`src/rtl/dbg_bus_pkg.sv`:
```
// Shared types and constants for the debug system-bus sequencer.
package dbg_bus_pkg;

  localparam int unsigned MAX_BURST = 256;
  localparam int unsigned BURST_W = 8;
  localparam logic [3:0] FULL_BYTE_ENABLES = 4'hF;

  typedef logic [BURST_W:0] words_t;

  typedef enum logic [2:0] {
    ST_IDLE,
    ST_REQUEST,
    ST_BEGIN,
    ST_WDATA,
    ST_RDATA,
    ST_END,
    ST_DONE
  } state_e;

  function automatic words_t burst_words(input logic [15:0] remaining);
    if (remaining > 16'(MAX_BURST)) return words_t'(MAX_BURST);
    return remaining[BURST_W:0];
  endfunction

endpackage

```
`src/rtl/dbg_bus_watchdog.sv`:
```
// Idle-cycle watchdog: load/kick clear the count, expire_o flags the
// TIMEOUT_CYCLES-th consecutive idle cycle.
module dbg_bus_watchdog #(
  parameter int unsigned TIMEOUT_CYCLES = 1024
) (
  input  logic clk_i,
  input  logic rst_ni,
  input  logic load_i,
  input  logic kick_i,
  output logic expire_o
);

  localparam int unsigned CNT_W = (TIMEOUT_CYCLES > 1) ? $clog2(TIMEOUT_CYCLES) : 1;

  logic [CNT_W-1:0] cnt_q, cnt_d;

  always_comb begin
    expire_o = !load_i && !kick_i && (cnt_q == CNT_W'(TIMEOUT_CYCLES - 1));
    cnt_d    = cnt_q + 1'b1;
    if (load_i || kick_i || expire_o) cnt_d = '0;
  end

  always_ff @(posedge clk_i or negedge rst_ni) begin
    if (!rst_ni) cnt_q <= '0;
    else         cnt_q <= cnt_d;
  end

endmodule

```
`src/rtl/dbg_bus_sequencer.sv`:
```
// Debug command sequencer: splits word-count commands into system-bus burst
// transactions on a wired-OR bus, with watchdog and error handling.
module dbg_bus_sequencer
  import dbg_bus_pkg::*;
#(
  parameter int unsigned TIMEOUT_CYCLES = 1024
) (
  input  logic        sb_clock_i,
  input  logic        sb_reset_n_i,
  input  logic        cmd_valid_i,
  output logic        cmd_ready_o,
  input  logic        cmd_write_i,
  input  logic [31:0] cmd_address_i,
  input  logic [15:0] cmd_count_i,
  input  logic        wdata_valid_i,
  input  logic [31:0] wdata_i,
  output logic        wdata_ready_o,
  output logic        rdata_valid_o,
  output logic [31:0] rdata_o,
  output logic        done_o,
  output logic        error_o,
  output logic        sb_request_o,
  input  logic        sb_grant_i,
  output logic        sb_begin_transaction_o,
  output logic        sb_end_transaction_o,
  output logic        sb_data_valid_o,
  output logic [31:0] sb_address_data_o,
  output logic [3:0]  sb_byte_enables_o,
  output logic [7:0]  sb_burst_size_o,
  output logic        sb_read_n_write_o,
  input  logic [31:0] sb_address_data_i,
  input  logic        sb_data_valid_i,
  input  logic        sb_end_transaction_i,
  input  logic        sb_busy_i,
  input  logic        sb_error_i
);

  state_e      state_q, state_d;
  logic        cmd_ready_q, cmd_ready_d;
  logic [31:0] addr_q, addr_d;
  logic [15:0] remaining_q, remaining_d;
  logic        write_q, write_d;
  logic        err_q, err_d;
  logic        end_drive_q, end_drive_d;
  words_t      beats_q, beats_d;
  words_t      beat_cnt_q, beat_cnt_d;
  words_t      acc_cnt_q, acc_cnt_d;
  logic        hold_valid_q, hold_valid_d;
  logic [31:0] hold_q, hold_d;
  logic        rdata_valid_q, rdata_valid_d;
  logic [31:0] rdata_q, rdata_d;

  logic wr_complete, rd_beat, wd_take, wdog_load, wdog_expire;

  // Progress terms live outside the FSM block so the watchdog's kick->expire
  // path does not form a loop through it.
  assign wr_complete = (state_q == ST_WDATA) && hold_valid_q && !sb_busy_i && !sb_error_i;
  assign rd_beat     = (state_q == ST_RDATA) && sb_data_valid_i && !sb_error_i &&
                       (beat_cnt_q < beats_q);
  assign wdog_load   = (state_q != ST_WDATA) && (state_q != ST_RDATA);
  assign wdata_ready_o = (state_q == ST_WDATA) && !sb_error_i && !wdog_expire &&
                         (acc_cnt_q < beats_q) && (!hold_valid_q || wr_complete);
  assign wd_take     = wdata_valid_i && wdata_ready_o;

  dbg_bus_watchdog #(.TIMEOUT_CYCLES(TIMEOUT_CYCLES)) u_watchdog (
    .clk_i    (sb_clock_i),
    .rst_ni   (sb_reset_n_i),
    .load_i   (wdog_load),
    .kick_i   (wr_complete || rd_beat),
    .expire_o (wdog_expire)
  );

  always_comb begin
    state_d       = state_q;
    addr_d        = addr_q;
    remaining_d   = remaining_q;
    write_d       = write_q;
    err_d         = err_q;
    end_drive_d   = end_drive_q;
    beats_d       = beats_q;
    beat_cnt_d    = beat_cnt_q;
    acc_cnt_d     = acc_cnt_q;
    hold_valid_d  = hold_valid_q;
    hold_d        = hold_q;
    rdata_valid_d = 1'b0;
    rdata_d       = rdata_q;
    case (state_q)
      ST_IDLE: if (cmd_valid_i && cmd_ready_q) begin
        addr_d      = cmd_address_i;
        remaining_d = cmd_count_i;
        write_d     = cmd_write_i;
        err_d       = (cmd_count_i == '0);
        state_d     = (cmd_count_i == '0) ? ST_DONE : ST_REQUEST;
      end
      ST_REQUEST: if (sb_grant_i) begin
        beats_d     = burst_words(remaining_q);
        remaining_d = remaining_q - 16'(burst_words(remaining_q));
        beat_cnt_d  = '0;
        acc_cnt_d   = '0;
        state_d     = ST_BEGIN;
      end
      ST_BEGIN: begin
        if (sb_error_i) begin
          err_d   = 1'b1;
          state_d = ST_DONE;
        end else begin
          state_d = write_q ? ST_WDATA : ST_RDATA;
        end
      end
      ST_WDATA: begin
        if (sb_error_i) begin
          err_d        = 1'b1;
          hold_valid_d = 1'b0;
          state_d      = ST_DONE;
        end else begin
          if (wr_complete) begin
            beat_cnt_d   = beat_cnt_q + 1'b1;
            hold_valid_d = 1'b0;
          end
          if (wd_take) begin
            hold_valid_d = 1'b1;
            hold_d       = wdata_i;
            acc_cnt_d    = acc_cnt_q + 1'b1;
          end
          if (wr_complete && (beat_cnt_d == beats_q)) begin
            end_drive_d = 1'b1;
            state_d     = ST_END;
          end else if (wdog_expire) begin
            err_d        = 1'b1;
            end_drive_d  = 1'b1;
            hold_valid_d = 1'b0;
            state_d      = ST_END;
          end
        end
      end
      ST_RDATA: begin
        if (sb_error_i) begin
          err_d   = 1'b1;
          state_d = ST_DONE;
        end else begin
          if (rd_beat) begin
            beat_cnt_d    = beat_cnt_q + 1'b1;
            rdata_valid_d = 1'b1;
            rdata_d       = sb_address_data_i;
          end
          if (sb_end_transaction_i) begin
            if (beat_cnt_d != beats_q) err_d = 1'b1;
            state_d = ST_END;
          end else if (wdog_expire) begin
            err_d       = 1'b1;
            end_drive_d = 1'b1;
            state_d     = ST_END;
          end
        end
      end
      ST_END: begin
        if (sb_error_i) err_d = 1'b1;
        end_drive_d = 1'b0;
        addr_d      = addr_q + {21'b0, beats_q, 2'b00};
        state_d     = (err_d || (remaining_q == '0)) ? ST_DONE : ST_REQUEST;
      end
      ST_DONE: state_d = ST_IDLE;
      default: state_d = ST_IDLE;
    endcase
    cmd_ready_d = (state_d == ST_IDLE);
  end

  always_ff @(posedge sb_clock_i or negedge sb_reset_n_i) begin
    if (!sb_reset_n_i) begin
      state_q       <= ST_IDLE;
      cmd_ready_q   <= 1'b0;
      addr_q        <= '0;
      remaining_q   <= '0;
      write_q       <= 1'b0;
      err_q         <= 1'b0;
      end_drive_q   <= 1'b0;
      beats_q       <= '0;
      beat_cnt_q    <= '0;
      acc_cnt_q     <= '0;
      hold_valid_q  <= 1'b0;
      hold_q        <= '0;
      rdata_valid_q <= 1'b0;
      rdata_q       <= '0;
    end else begin
      state_q       <= state_d;
      cmd_ready_q   <= cmd_ready_d;
      addr_q        <= addr_d;
      remaining_q   <= remaining_d;
      write_q       <= write_d;
      err_q         <= err_d;
      end_drive_q   <= end_drive_d;
      beats_q       <= beats_d;
      beat_cnt_q    <= beat_cnt_d;
      acc_cnt_q     <= acc_cnt_d;
      hold_valid_q  <= hold_valid_d;
      hold_q        <= hold_d;
      rdata_valid_q <= rdata_valid_d;
      rdata_q       <= rdata_d;
    end
  end

  // Bus outputs decode registered state only; every field is zero unless owned.
  always_comb begin
    sb_request_o           = (state_q == ST_REQUEST);
    sb_begin_transaction_o = (state_q == ST_BEGIN);
    sb_end_transaction_o   = (state_q == ST_END) && end_drive_q;
    sb_data_valid_o        = (state_q == ST_WDATA) && hold_valid_q;
    sb_address_data_o      = '0;
    if (state_q == ST_BEGIN) sb_address_data_o = addr_q;
    else if (sb_data_valid_o) sb_address_data_o = hold_q;
    sb_byte_enables_o = (state_q == ST_BEGIN) ? FULL_BYTE_ENABLES : '0;
    sb_burst_size_o   = (state_q == ST_BEGIN) ? BURST_W'(beats_q - 1'b1) : '0;
    sb_read_n_write_o = (state_q == ST_BEGIN) && !write_q;
    done_o            = (state_q == ST_DONE);
    error_o           = (state_q == ST_DONE) && err_q;
  end

  assign cmd_ready_o   = cmd_ready_q;
  assign rdata_valid_o = rdata_valid_q;
  assign rdata_o       = rdata_q;

endmodule

```
`config.mk`:
```
export PLATFORM = sky130hd
export DESIGN_NAME = dbg_bus_sequencer
export DESIGN_NICKNAME = d
export VERILOG_FILES = /design/src/rtl/dbg_bus_pkg.sv /design/src/rtl/dbg_bus_watchdog.sv /design/src/rtl/dbg_bus_sequencer.sv
export SDC_FILE = /design/constraint.sdc
export NUM_CORES = 1
export LEC_CHECK = 0
export ABC_CLOCK_PERIOD_IN_PS = 3900
export CORE_ASPECT_RATIO = 2
export CORE_MARGIN = 10
export CORE_UTILIZATION = 51
export CTS_CLUSTER_SIZE = 8
export DETAILED_ROUTE_END_ITERATION = 16
export HOLD_SLACK_MARGIN = 0.1
export PLACE_DENSITY_LB_ADDON = 0.1
export SYNTH_ARGS = -nofsm -noshare
export SYNTH_HDL_FRONTEND = slang
export SYNTH_SLANG_ARGS = --single-unit
```
`constraint.sdc`:
```
create_clock -name sb_clock_i -period 3.9 [get_ports sb_clock_i]
set_input_delay 0.78 -clock sb_clock_i [delete_from_list [all_inputs] [get_ports sb_clock_i]]
set_output_delay 0.78 -clock sb_clock_i [all_outputs]
set_load 0.05 [all_outputs]
```
==> impl_metrics.toml <==
[clock_network]
h-tree-depth = 4
clk_latency_ns = 0.44
cts_buffers = 17
path_clk_slew_ns = 0.07
cts_hold_buf = 0
clock-root-buffer = "clkbuf_16"
clockBufferDepth = 2
cts_tree = "built"
clkSinkCount = 158

[layout]
layout_common_cells = "190 x nand2_1, 166 x clkdlybuf4s50_1, 157 x dfrtp_1"
final_common_cell = "nand2_1"
diodes = 0
nets = 1419
syn_to_final_growth_pct = 36.01
drive_above_1_share = 0.1222

[setup_path]
critPathKind = "flop to output port"
rrSetupSlack_ns = 0.62
rr_worst_depth = 10
path_max_fanout = 5
cp-end-kind = "output port"
startpoint_type = "flop"
cp.required_ns = 3.12
worstPathArrival_ns = 2.93

[pwr]
power_frac_clock = 0.168
leakagePower_uw = 0.005522
peakVddDrop_uv = 536.8
switching_share = 0.4603
pwr-share-seq = 0.303
power_density_nw_per_um2 = 769.1
comb_power_share = 0.529
power.internal_uw = 5254
p_sw_uw = 4482

[routing]
postRouteWirelength_mm = 31.33
drt-wirelength-per-cell_um = 21.03
drc_errors = 0
dr_total_vias = 8939
initialDrtViolationCount = 424
drtPass1Iterations = 5
drtAntennaViolNets = 0
viasPerCell = 5.999

[sta]
fin_worst_skew_ns = 0.009520
finalHoldViolCount = 0
tightestPinTransition_ns = 0.7715
drv_slew = 0
relSlewSlack = 0.4857
fin_tns_setup_ns = 0
setup_violations = 0
worst_slack_ns = 0.1940
fmax_mhz = 269.8
min_period_ns = 3.706
fin_crit_sh = 0.9502
rsz0062_at_grt = "no"

[job]
drv_cap = 0

[logic_synthesis]
syn_inst = 1062
synth-seq-area-share = 0.4248
synth-edff-count = 0
ys.flop_type = "dfrtp_1"
synth.area.top_cells = "dfrtp_1 42%, nand2_1 7.7%, ha_1 4.3%, mux2_2 4.0%, o21ai_0 3.8%"
yosys.area.top_type_share = 0.4248
synthArstFlopShare = 1.000
synth_largest_area_cell = "dfrtp_1"
syn_nets = 1217
netlist_area_um2 = 9308
synth_area_per_cell_um2 = 8.764
ys_warn_count = 0
yosysUniqueCellTypes = 69
ys_ff_latch = 158

[floorplan]
coreArea_um2 = 17870
row_count = 69
start_util = 0.5208
fp.dieArea_um2 = 24380
io_pins = 208
die_h_um = 211.1
fp.dieW_um = 115.5

[grt]
grt_util_all_layers = 0.2614
antenna_found_initial = 0
gr-total-overflow = 0
grt_start_max_net_pins = 73
grt_pass1_wl_mm = 50.05
grt_pass1_vias = 9374

[placed_design]
portBuffers = 207
pre_cts_ws_ns = 0.2388
dp_hpwl_mm = 24.47
gp_congestion = 1.011

[status]
status = "finished clean"

[worst_hold_path]
holdCritPathClass = "primary input to async pin"
## synth_stat cells (29+ instances only)
master and instances:
clkbuf_1 48, mux2_2 33, a22o_1 31, xnor2_1 29
nand3_1 36, ha_1 32, a21oi_1 63, nor3_1 29
dfrtp_1 158, nor2_1 80, nand2_1 190, o21ai_0 70
## registers in the layout (all words and copies together), names as in the netlist, 3 cells and up
signal / flops
addr_q: 32
hold_q: 32
rdata_o: 32
remaining_q: 16
u_watchdog.cnt_q: 10
acc_cnt_q: 9
beat_cnt_q: 9
beats_q: 9
state_q: 3
## power groups by stage
stage,Clock (µW),Sequential [µW],Combinational (µW)
2_1_floorplan,0,3340,2780
3_3_place_gp,0,2940,5070
3_5_place_dp,0,2960,5140
4_1_cts,1640,2940,5170
5_1_grt,1710,3030,5560
6_report,1630,2950,5150
## worst max-delay path, stage by stage (launching register included)
cell,delay [ns]
dfrtp_1,0.51
inv_1,0.14
ha_1,0.30
and4_1,0.22
a221oi_2,0.29
nand2_2,0.11
a2111oi_4,0.52
and2_1,0.24
buf_12,0.14
## final timing paths
check / from / to
setup / recovery: beats_q[5] / wdata_ready_o
hold / removal: sb_reset_n_i / hold_q[15]
setup reg to reg: beats_q[5] / acc_cnt_q[8]
hold reg to reg: rdata_o[2] / rdata_o[2]
max in group asynchronous: sb_reset_n_i / beat_cnt_q[5]
min in group sb_clock_i: rdata_o[2] / rdata_o[2]
## per-stage QoR
stage / instance area, µm² / hold slack, ns / cells / util / power [µW]
global route: 12660 / 0.3920 / 1490 / 0.7084 / 10300
finish: 12660 / 0.3340 / 1490 / 0.7084 / 9736
detailed placement: 12080 / 0.4616 / 1457 / 0.6761 / 8105
CTS: 12650 / 0.3712 / 1489 / 0.7079 / 9745
floorplan: 9308 / 0.4391 / 1062 / - / 6119
global placement: 12080 / 0.4560 / 1457 / 0.6761 / 8013
## layout make-up
cell class,instances,area [µm²]
Clock inverter,11,107.6
Sequential cell,158,3955
Fill cell,1426,5211
Tap cell,213,266.5
Timing Repair Buffer,246,2791
Multi-Input combinational cell,812,4970
Clock buffer,21,460.4
Inverter,29,108.9
## layer usage
layer / wire length [µm] / vias up / global-route usage / share of wire
li1: - / 4210 / - / -
met1: 10660 / 4317 / 0.2575 / 0.34
met2: 17060 / 328 / 0.4814 / 0.54
met3: 1958 / 84 / 0.05859 / 0.063
met4: 1650 / 0 / 0.1503 / 0.053
met5: 0 / - / 0 / 0
## timing repair
action,CTS,global route
setup endpoints to repair,0,1
gates resized for setup,0,1
setup buffers,0,1
## cell families (layout without fill, tap and decap cells)
family / Yosys count / count (layout) / synth area share
multiplexers: 36 / 36 / 0.04315
AND/OR/NAND/NOR: 431 / 431 / 0.2139
flip-flops: 158 / 158 / 0.4248
other: 1 / 1 / 0.0004029
XOR/XNOR: 46 / 46 / 0.04328
adder cells (fa/ha/maj): 33 / 33 / 0.04517
buffers and inverters: 92 / 307 / 0.04127
AO/OA/AOI/OAI: 265 / 265 / 0.1881
Note: power is estimated with default switching activity, not from simulation.
